--- config.mk ---
export PLATFORM = sky130hd
export DESIGN_NAME = cve2_rvfi_trace_buffer
export DESIGN_NICKNAME = d
export VERILOG_FILES = /design/src/rtl/cve2_rvfi_trace_buffer_pkg.sv /design/src/rtl/cve2_trace_ring_mem.sv /design/src/rtl/cve2_rvfi_trace_buffer.sv
export SDC_FILE = /design/constraint.sdc
export NUM_CORES = 1
export LEC_CHECK = 0
export BUFFER_PORTS_ARGS = -buffer_cell sky130_fd_sc_hd__buf_2
export CAP_MARGIN = 20
export CORE_AREA = 2 2 484 366
export DETAILED_ROUTE_END_ITERATION = 16
export DIE_AREA = 0 0 486 368
export PLACE_DENSITY_LB_ADDON = 0.12
export SETUP_SLACK_MARGIN = 0.1
export SLEW_MARGIN = 20
export SYNTH_ARGS = -nofsm -noshare
export SYNTH_HDL_FRONTEND = slang
export SYNTH_HIERARCHICAL = 1
export SYNTH_SLANG_ARGS = --single-unit
--- constraint.sdc ---
create_clock -name clk_i -period 10.55 [get_ports clk_i]
set_input_delay 0.5275 -clock clk_i [delete_from_list [all_inputs] [get_ports clk_i]]
set_output_delay 0.5275 -clock clk_i [all_outputs]
set_load 0.005 [all_outputs]
--- src/rtl/cve2_rvfi_trace_buffer_pkg.sv ---
// Shared types for the RVFI retirement trace buffer: record layout, capture
// states, capture modes and the PC window filter.
package cve2_rvfi_trace_buffer_pkg;

  typedef struct packed {
    logic [31:0] pc;
    logic [31:0] insn;
    logic [4:0]  rd_addr;
    logic [31:0] rd_wdata;
    logic        trap;
    logic        intr;
  } trace_rec_t;

  typedef enum logic [1:0] {
    TRACE_IDLE   = 2'd0,
    TRACE_ARMED  = 2'd1,
    TRACE_POST   = 2'd2,
    TRACE_FROZEN = 2'd3
  } trace_state_e;

  typedef enum logic {
    TRACE_FIFO = 1'b0,
    TRACE_RING = 1'b1
  } trace_mode_e;

  function automatic logic pc_in_window(input logic [31:0] pc,
                                        input logic [31:0] lo,
                                        input logic [31:0] hi);
    return (pc >= lo) && (pc <= hi);
  endfunction

endpackage

--- src/rtl/cve2_trace_ring_mem.sv ---
// Depth-entry record store with wrapping pointers, level tracking and an
// optional overwrite-oldest policy when full.
module cve2_trace_ring_mem
  import cve2_rvfi_trace_buffer_pkg::*;
#(
  parameter int unsigned Depth = 16,
  localparam int unsigned PtrW = $clog2(Depth),
  localparam int unsigned LvlW = PtrW + 1
) (
  input  logic            clk_i,
  input  logic            flush_i,
  input  logic            push_i,
  input  logic            overwrite_i,
  input  logic            pop_i,
  input  trace_rec_t      wdata_i,
  output trace_rec_t      rdata_o,
  output logic            full_o,
  output logic [LvlW-1:0] level_o,
  output logic [LvlW-1:0] level_nxt_o
);

  trace_rec_t      mem_q [Depth];
  logic [PtrW-1:0] wr_ptr_q, wr_ptr_d;
  logic [PtrW-1:0] rd_ptr_q, rd_ptr_d;
  logic [LvlW-1:0] level_q, level_d;
  logic            full, do_pop, do_push, drop_oldest;

  assign full        = (level_q == LvlW'(Depth));
  assign do_pop      = pop_i && (level_q != '0);
  assign do_push     = push_i && (!full || do_pop || overwrite_i);
  // Overwriting when full retires the oldest entry without changing the level.
  assign drop_oldest = do_push && full && !do_pop;

  always_comb begin
    wr_ptr_d = wr_ptr_q;
    rd_ptr_d = rd_ptr_q;
    level_d  = level_q;
    if (do_push) wr_ptr_d = wr_ptr_q + PtrW'(1);
    if (do_pop || drop_oldest) rd_ptr_d = rd_ptr_q + PtrW'(1);
    if (do_push && !do_pop && !drop_oldest) level_d = level_q + LvlW'(1);
    else if (do_pop && !do_push) level_d = level_q - LvlW'(1);
    if (flush_i) begin
      wr_ptr_d = '0;
      rd_ptr_d = '0;
      level_d  = '0;
    end
  end

  always_ff @(posedge clk_i) begin
    wr_ptr_q <= wr_ptr_d;
    rd_ptr_q <= rd_ptr_d;
    level_q  <= level_d;
  end

  always_ff @(posedge clk_i) begin
    if (do_push && !flush_i) mem_q[wr_ptr_q] <= wdata_i;
  end

  assign rdata_o     = mem_q[rd_ptr_q];
  assign full_o      = full;
  assign level_o     = level_q;
  assign level_nxt_o = level_d;

endmodule

--- src/rtl/cve2_rvfi_trace_buffer.sv ---
// RVFI retirement trace capture: filter, FIFO streaming or RING capture with
// trigger and post-trigger count, drained through a valid/ready read port.
module cve2_rvfi_trace_buffer
  import cve2_rvfi_trace_buffer_pkg::*;
#(
  parameter int unsigned Depth        = 16,
  parameter int unsigned DropCntWidth = 16,
  localparam int unsigned LvlW        = $clog2(Depth) + 1
) (
  input  logic                    clk_i,
  input  logic                    rst_i,
  input  logic                    enable_i,
  input  logic                    clear_i,
  input  logic                    mode_i,
  input  logic                    filt_win_i,
  input  logic [31:0]             pc_lo_i,
  input  logic [31:0]             pc_hi_i,
  input  logic [31:0]             trig_pc_i,
  input  logic [LvlW-1:0]         post_trig_i,
  input  logic                    rvfi_valid_i,
  input  logic [31:0]             rvfi_pc_rdata_i,
  input  logic [31:0]             rvfi_insn_i,
  input  logic                    rvfi_trap_i,
  input  logic                    rvfi_intr_i,
  input  logic [4:0]              rvfi_rd_addr_i,
  input  logic [31:0]             rvfi_rd_wdata_i,
  output logic                    rd_valid_o,
  input  logic                    rd_ready_i,
  output logic [102:0]            rd_rec_o,
  output logic [LvlW-1:0]         level_o,
  output logic [1:0]              state_o,
  output logic                    triggered_o,
  output logic                    overflow_o,
  output logic [DropCntWidth-1:0] drop_cnt_o
);

  trace_state_e            state_q, state_d;
  trace_mode_e             mode_q, mode_d;
  logic [LvlW-1:0]         remain_q, remain_d;
  logic                    triggered_q, triggered_d;
  logic                    overflow_q, overflow_d;
  logic [DropCntWidth-1:0] drop_cnt_q, drop_cnt_d;
  logic                    rd_valid_q, rd_valid_d;

  logic            flush, qual, is_trig, push, pop, full, drop;
  logic [LvlW-1:0] post_eff, level, level_nxt;
  trace_rec_t      wrec, rrec;

  assign flush    = rst_i || clear_i;
  assign wrec     = '{pc: rvfi_pc_rdata_i, insn: rvfi_insn_i, rd_addr: rvfi_rd_addr_i,
                      rd_wdata: rvfi_rd_wdata_i, trap: rvfi_trap_i, intr: rvfi_intr_i};
  assign qual     = rvfi_valid_i &&
                    (!filt_win_i || pc_in_window(rvfi_pc_rdata_i, pc_lo_i, pc_hi_i));
  assign is_trig  = qual && (rvfi_trap_i || rvfi_intr_i || (rvfi_pc_rdata_i == trig_pc_i));
  assign post_eff = (post_trig_i > LvlW'(Depth)) ? LvlW'(Depth) : post_trig_i;
  assign pop      = rd_valid_q && rd_ready_i;

  cve2_trace_ring_mem #(.Depth(Depth)) u_mem (
    .clk_i       (clk_i),
    .flush_i     (flush),
    .push_i      (push),
    .overwrite_i (mode_q == TRACE_RING),
    .pop_i       (pop),
    .wdata_i     (wrec),
    .rdata_o     (rrec),
    .full_o      (full),
    .level_o     (level),
    .level_nxt_o (level_nxt)
  );

  always_comb begin
    state_d     = state_q;
    mode_d      = mode_q;
    remain_d    = remain_q;
    triggered_d = triggered_q;
    push        = 1'b0;
    drop        = 1'b0;
    unique case (state_q)
      TRACE_IDLE: begin
        if (enable_i) begin
          state_d = TRACE_ARMED;
          mode_d  = trace_mode_e'(mode_i);
        end
      end
      TRACE_ARMED: begin
        if (!enable_i) begin
          state_d = (mode_q == TRACE_FIFO) ? TRACE_IDLE : TRACE_FROZEN;
        end else if (mode_q == TRACE_FIFO) begin
          push = qual;
          drop = qual && full && !pop;
        end else begin
          push = qual;
          if (is_trig) begin
            triggered_d = 1'b1;
            remain_d    = post_eff;
            state_d     = (post_eff == '0) ? TRACE_FROZEN : TRACE_POST;
          end
        end
      end
      TRACE_POST: begin
        if (!enable_i) begin
          state_d = TRACE_FROZEN;
        end else if (qual) begin
          push     = 1'b1;
          remain_d = remain_q - LvlW'(1);
          if (remain_q == LvlW'(1)) state_d = TRACE_FROZEN;
        end
      end
      default: begin
        if ((level == '0) || ((level == LvlW'(1)) && pop)) state_d = TRACE_IDLE;
      end
    endcase
  end

  // Saturating drop counter; overflow stays set until flushed.
  always_comb begin
    overflow_d = overflow_q;
    drop_cnt_d = drop_cnt_q;
    if (drop) begin
      overflow_d = 1'b1;
      if (drop_cnt_q != '1) drop_cnt_d = drop_cnt_q + DropCntWidth'(1);
    end
  end

  // Capturing RING states hide the buffer from the reader.
  assign rd_valid_d = (level_nxt != '0) &&
                      !((mode_d == TRACE_RING) &&
                        ((state_d == TRACE_ARMED) || (state_d == TRACE_POST)));

  always_ff @(posedge clk_i) begin
    if (flush) begin
      state_q     <= TRACE_IDLE;
      mode_q      <= TRACE_FIFO;
      remain_q    <= '0;
      triggered_q <= 1'b0;
      overflow_q  <= 1'b0;
      drop_cnt_q  <= '0;
      rd_valid_q  <= 1'b0;
    end else begin
      state_q     <= state_d;
      mode_q      <= mode_d;
      remain_q    <= remain_d;
      triggered_q <= triggered_d;
      overflow_q  <= overflow_d;
      drop_cnt_q  <= drop_cnt_d;
      rd_valid_q  <= rd_valid_d;
    end
  end

  assign rd_valid_o  = rd_valid_q;
  assign rd_rec_o    = rrec;
  assign level_o     = level;
  assign state_o     = state_q;
  assign triggered_o = triggered_q;
  assign overflow_o  = overflow_q;
  assign drop_cnt_o  = drop_cnt_q;

endmodule

==> flow_metrics.tcl, run 1 <==
set metrics [dict create \
    p_int_w 0.0108 \
    report.final.slew_viol_count 0 \
    via_count_of_the_first_global_routing_pass 34600 \
    ys_warn_count 6 \
    end_kind "flop" \
    crit-reg2reg-launch "state_o[0]" \
    drt_iter0_drc 2899 \
    area_growth_syn_to_layout_pct 15.3 \
    period_minus_slack_ns 5.54 \
    period_utilisation_layout_pct 52.6 \
    hold_path.startpoint "enable_i" \
    fmax_mhz 180 \
    grt_first_pass_wirelength_mm 244 \
    dpl-instance-area_sq_um 70400 \
    tritoncts "yes" \
    cts.htree.levels 4 \
    comb_power_share_pct 1.7 \
    vias_per_cell 5.49 \
    grt_setup_unrepaired "no" \
    core_area_sq_um 174000 \
    post-synth-top-area-fraction_pct 75.2 \
    grt.total_usage_pct 18.9 \
    worst_pin_slew_ns 1.13 \
    clk_pin_slew_ns 0.06 \
    pwr_density_cell_nw_per_um2 178 \
    result_of_the_run "complete, no violations" \
    maximum_vdd_ir_drop_mv 0.127 \
    placement_row_count 133 \
    clock_tree.buffer_depth 3 \
    tot_pwr_w 0.0135 \
    crit_path_max_fanout 44 \
    die_height_um 368 \
    final_cell_mix "sky130_fd_sc_hd__edfxtp_1 (1648), sky130_fd_sc_hd__mux4_2 (412), sky130_fd_sc_hd__buf_2 (340), sky130_fd_sc_hd__a22oi_1 (206), sky130_fd_sc_hd__clkbuf_16 (173)" \
    place_congestion 0.807 \
    leading_cell_type_in_the_layout_fill_and_taps_excluded "sky130_fd_sc_hd__edfxtp_1" \
    power.share.clock_pct 43.6 \
    worst_setup_sp_type "input port" \
    synth_sequential_area_ratio_pct 76.6 \
    ys_async_sr_fraction_pct 0 \
    globalRouteOverflowTotal 0 \
    post_synthesis_cell_area_sq_um 65800 \
    critical_path.startpoint "rvfi_pc_rdata_i[1]" \
    floorplan.die.width_um 486 \
    route.antenna.remaining_nets 0 \
    timing.critical_path.required_ns 10.94 \
    switching_power_w 0.00266 \
    die-area_sq_um 179000 \
    path_class "in2reg" \
    postLayoutCoreUtil_pct 43.5 \
    synth_largest_area_cell "sky130_fd_sc_hd__edfxtp_1" \
    synth-main-ff-cell "sky130_fd_sc_hd__edfxtp_1" \
    arrival_ns 5.94 \
    ys_top_cells_by_area "sky130_fd_sc_hd__edfxtp_1 (75%), sky130_fd_sc_hd__mux4_2 (14%), sky130_fd_sc_hd__a22oi_1 (2.4%)" \
    syn_nets 3378 \
    clock_sink_count 1692 \
    tns_ns 0 \
    timing.max_cap.violations 0 \
    portBuffers 340 \
    number_of_instances_in_the_synthesized_netlist 3087 \
    count_of_different_cell_masters_after_synthesis 69 \
    skew_ns 0.0229 \
    start_util_pct 37.8 \
    reg2reg_slack_ns 6.38 \
    initial_antenna_violation_count 23 \
    boundaryPins 341 \
    firstDrtPassIters 8 \
    synth_edf_count 1648 \
    timing.max_slew.rel_slack_pct 24.7 \
    synth_seq_cells 1692 \
    vias 32600 \
    worstHoldPathType "in2reg" \
    wl_per_cell_um 28.5 \
    static-leakage-power_nw 23.9 \
    drive_above_1_share_pct 29.3 \
    finalNetCount 3790 \
    final_cell_area_sq_um 75800 \
    setup_viol 0 \
    cts_inserted_buffers 168 \
    avgSynthCellArea_sq_um 21.3 \
    remaining_drc_errors 0 \
    netSwitchingFraction_pct 19.7 \
    power_frac_seq_pct 54.7 \
    post_cts.resized_instances 0 \
    aggregate_routed_wire_length_mm 169 \
    report.final.hold_viol_count 0 \
    hpwl_mm 85.1 \
    maximum_number_of_pins_on_one_net_before_global_route_repair 132 \
    root_cell_of_the_clock_tree "sky130_fd_sc_hd__clkbuf_16" \
    clock_insertion_delay_worst_skew_ns 0.78 \
]
## metrics by stage
stage / hold WS (ns) / cells / setup WS (ns)
after detailed placement: 0.460 / 5622 / 4.02
final: 0.0938 / 5935 / 5.01
after CTS: 0.00723 / 5929 / 4.87
after global placement: 0.465 / 5621 / 3.97
after global routing: 0.0763 / 5932 / 4.68
after floorplan: 0.461 / 3087 / 2.48
## logic make-up after synthesis
| family | count (synthesis) | synth area share [%] |
|---|---|---|
| adder cells (fa/ha/maj) | 79 | 1.50 |
| multiplexers | 420 | 14.2 |
| AND/OR/NAND/NOR | 299 | 2.14 |
| AO/OA/AOI/OAI | 313 | 3.44 |
| flip-flops | 1692 | 76.6 |
| buffers and inverters | 232 | 1.43 |
| XOR/XNOR | 52 | 0.692 |
## flip-flops by register name, summed over array words and instances (netlist names), named ones only
register        count
overflow_o          1
state_o             2
rd_valid_o          1
remain_q            5
triggered_o         1
mode_q              1
u_mem/mem_q      1648
drop_cnt_o         16
u_mem/wr_ptr_q      4
u_mem/rd_ptr_q      4
u_mem/level_o       5
## critical path, cell delays in order
cell and delay, ns:
sky130_fd_sc_hd__buf_2 0.35, sky130_fd_sc_hd__ha_1 0.34, sky130_fd_sc_hd__nor2b_1 0.15, sky130_fd_sc_hd__o211ai_1 0.15, sky130_fd_sc_hd__a2111oi_0 0.13, sky130_fd_sc_hd__nor4_2 0.73, sky130_fd_sc_hd__o221ai_2 0.21, sky130_fd_sc_hd__buf_4 0.23
sky130_fd_sc_hd__nor2_1 0.16, sky130_fd_sc_hd__and2_1 0.58, sky130_fd_sc_hd__nand3_1 0.48, sky130_fd_sc_hd__nor2_4 0.96, sky130_fd_sc_hd__buf_4 0.86
## cell usage after synthesis, drive strengths merged, types with 3 or more instances
cell,instances
nor2b,8
o221a,4
or2,3
nand2,131
xnor2,4
a21oi,46
inv,85
or4,7
nor3,5
buf,73
or3,4
nor4,14
dfxtp,44
mux2,3
or3b,3
mux2i,5
and3,6
nand2b,4
nand4,20
xor2,48
nor2,63
nand3,20
o211ai,5
ha,79
mux4,412
a211oi,4
edfxtp,1648
a31oi,3
clkbuf,74
a21o,5
a22oi,206
and2,3
o21ai,19
## power groups by stage
stage,combinational [W],sequential (W),clock [W]
floorplan,0.0000636,0.00751,0
global placement,0.000219,0.00751,0
detailed placement,0.000234,0.00751,0
CTS,0.000235,0.00737,0.00604
global route,0.000260,0.00736,0.00630
finish,0.000231,0.00737,0.00588
## worst paths after layout
path                             end  cells after the start
setup / recovery  u_mem/mem_q[9][63]                     13
hold / removal           triggered_o                      3
setup reg to reg  u_mem/mem_q[9][63]                      6
hold reg to reg          triggered_o                      2
## per-layer routing
metal  GRT usage (%)  vias up  share of wire [%]
met3            3.19      249                4.9
met1            25.3    17600                 43
met5               0        -              0.032
met2            32.1      893                 50
met4            4.79        8                2.1
li1                -    13800                  -
## cell type report
class / count / area, sq um
Inverter: 85 / 319
Fill cell: 14800 / 98400
Clock buffer: 209 / 4460
Multi-Input combinational cell: 1163 / 14600
Antenna cell: 6 / 15.0
Sequential cell: 1692 / 50400
Timing Repair Buffer: 389 / 2270
Tap cell: 2295 / 2870
Clock inverter: 96 / 901
## timing repair
item                                    in CTS  in global routing
endpoints found under the setup margin       0                  0
setup buffers                                0                  0
endpoints found under the hold margin        2                  0
hold buffers                                 2                  0
No activity file was read; power rests on OpenSTA's default activity.
==> run 2, diff against run 1 <==
==> constraint.sdc (replaced) <==
create_clock -name clk_i -period 5.7 [get_ports clk_i]
set_input_delay 0.285 -clock clk_i [delete_from_list [all_inputs] [get_ports clk_i]]
set_output_delay 0.285 -clock clk_i [all_outputs]
set_load 0.005 [all_outputs]
==> run 2 against run 1 <==
Net effect:
- final cell count rose by 2.4%
- core utilization rose by 1.0 points
- total power rose by 86%
- clock-buffer cell count did not move
- hold slack got worse by 0.045 ns
==> flow_metrics.tcl, run 2 (same netlist as run 1, synthesis figures left out) <==
set metrics [dict create \
    result_of_the_run "complete, no violations" \
    drive_above_1_share_pct 29.1 \
    tns_ns 0 \
    power_frac_seq_pct 54.4 \
    floorplan.die.width_um 486 \
    report.final.hold_viol_count 0 \
    die-area_sq_um 179000 \
    remaining_drc_errors 0 \
    power.share.clock_pct 43.5 \
    netSwitchingFraction_pct 20.0 \
    via_count_of_the_first_global_routing_pass 35100 \
    flip_flop_count_of_the_largest_register_all_copies_and_words_added 1648 \
    crit_path_max_fanout 18 \
    registers.top_by_ff_count "u_mem/mem_q" \
    wl_per_cell_um 29.7 \
    vias 33700 \
    timing.max_slew.rel_slack_pct 23.5 \
    portBuffers 340 \
    die_height_um 368 \
    aggregate_routed_wire_length_mm 181 \
    fmax_mhz 218 \
    root_cell_of_the_clock_tree "sky130_fd_sc_hd__clkbuf_16" \
    p_int_w 0.0201 \
    skew_ns 0.0251 \
    maximum_vdd_ir_drop_mv 0.272 \
    cts_inserted_buffers 170 \
    cp_slowest_cell "sky130_fd_sc_hd__a21oi_1" \
    firstDrtPassIters 5 \
    post-cts-setup-buffers 0 \
    switching_power_w 0.00501 \
    boundaryPins 341 \
    initial_antenna_violation_count 20 \
    timing.max_cap.violations 0 \
    cts.htree.levels 4 \
    setup_viol 0 \
    vias_per_cell 5.54 \
    clock_tree.buffer_depth 3 \
    clock_insertion_delay_worst_skew_ns 0.80 \
    dp.cells 5657 \
    grt_setup_unrepaired "no" \
    comb_power_share_pct 2.1 \
    timing.critical_path.required_ns 6.39 \
    leading_cell_type_in_the_layout_fill_and_taps_excluded "sky130_fd_sc_hd__edfxtp_1" \
    maximum_number_of_pins_on_one_net_before_global_route_repair 89 \
    period_utilisation_layout_pct 80.6 \
    hpwl_mm 102 \
    area_growth_syn_to_layout_pct 18.0 \
    globalRouteOverflowTotal 0 \
    report.final.slew_viol_count 0 \
    critical-path-max-stage-delay_ns 0.56 \
    arrival_ns 5.28 \
    tot_pwr_w 0.0251 \
    post_layout_nonfiller_instances 6079 \
    worst_setup_sp_type "input port" \
    finalNetCount 3938 \
    final_cell_mix "sky130_fd_sc_hd__edfxtp_1 (1648), sky130_fd_sc_hd__mux4_2 (412), sky130_fd_sc_hd__buf_2 (340), sky130_fd_sc_hd__a22oi_1 (206), sky130_fd_sc_hd__clkbuf_16 (174)" \
    grt.total_usage_pct 20.2 \
    place_congestion 0.846 \
    placement.setup.worst_slack_ns 0.802 \
    drt_iter0_drc 3338 \
    grt_first_pass_wirelength_mm 258 \
    end_kind "flop" \
    tritoncts "yes" \
    route.antenna.remaining_nets 0 \
    start_util_pct 37.8 \
    clk_pin_slew_ns 0.06 \
    crit_path_cell_trace "dlygate4sd3_1, buf_2, inv_1, ha_1, nor3b_1, o21ai_0, a21oi_1, a2111oi_4, o221ai_2, nor2_1, and2_1, buf_4, nand2b_1, or4_1, nand3_1, a21oi_1, or4_1, o221a_1" \
    static-leakage-power_nw 24.6 \
    worst_pin_slew_ns 1.15 \
    clock_sink_count 1692 \
    period_minus_slack_ns 4.59 \
    postCtsHoldBufs 112 \
    post_cts.resized_instances 0 \
    core_area_sq_um 174000 \
    pwr_density_cell_nw_per_um2 323 \
    worstHoldPathType "in2reg" \
    setup_slack_ns 1.11 \
    placement_row_count 133 \
    path_class "in2reg" \
]
==> run 2: critical path: cells and delay by family <==
kind	cells	cell delay (ns)
buf+inv	4	1.21
compound gates	6	1.63
fa+ha+maj	1	0.30
simple gates	7	1.84
==> run 2: path summary, 6_finish.rpt <==
| check | startpoint | end | slack, ns | cells after the start |
|---|---|---|---|---|
| setup / recovery | rvfi_pc_rdata_i[0] | rd_valid_o | 1.11 | 18 |
| hold / removal | rvfi_pc_rdata_i[19] | u_mem/mem_q[0][90] | 0.05 | 1 |
| setup reg to reg | u_mem/level_o[0] | drop_cnt_o[8] | 2.56 | 12 |
| hold reg to reg | triggered_o | triggered_o | 0.48 | 2 |
==> run 2: final cells by class <==
cell class / count / area, sq um
antenna: 3 / 7.51
clock buffer: 209 / 4490
clock inverter: 97 / 876
fill: 14700 / 96600
inverter: 85 / 319
multi-input combinational: 1163 / 14600
sequential: 1692 / 50400
tap: 2295 / 2870
timing repair buffer: 535 / 4050
==> run 2: stage by stage <==
step           instance area [sq um]  utilization, %  hold WS (ns)
2_1_floorplan                  65800               -         0.384
3_3_place_gp                   71100            40.8         0.452
3_5_place_dp                   71100            40.8         0.463
4_1_cts                        77600            44.5       0.00728
5_1_grt                        77600            44.5        0.0291
6_report                       77600            44.5        0.0490
==> run 2: power by group through the flow <==
stage                     clock network, W  logic (W)  registers (W)
after floorplan                          0   0.000118         0.0139
after global placement                   0   0.000435         0.0139
after detailed placement                 0   0.000459         0.0139
after CTS                           0.0112   0.000533         0.0136
after global routing                0.0116   0.000577         0.0136
final                               0.0109   0.000523         0.0136
==> run 2: metal layers <==
layer | up-vias | track usage, % | part of all wire (%)
li1 | 14100 | - | -
met1 | 18300 | 28.3 | 44
met2 | 1014 | 33.2 | 49
met3 | 261 | 2.87 | 4.7
met4 | 4 | 5.33 | 2.4
met5 | - | 0 | 0.015
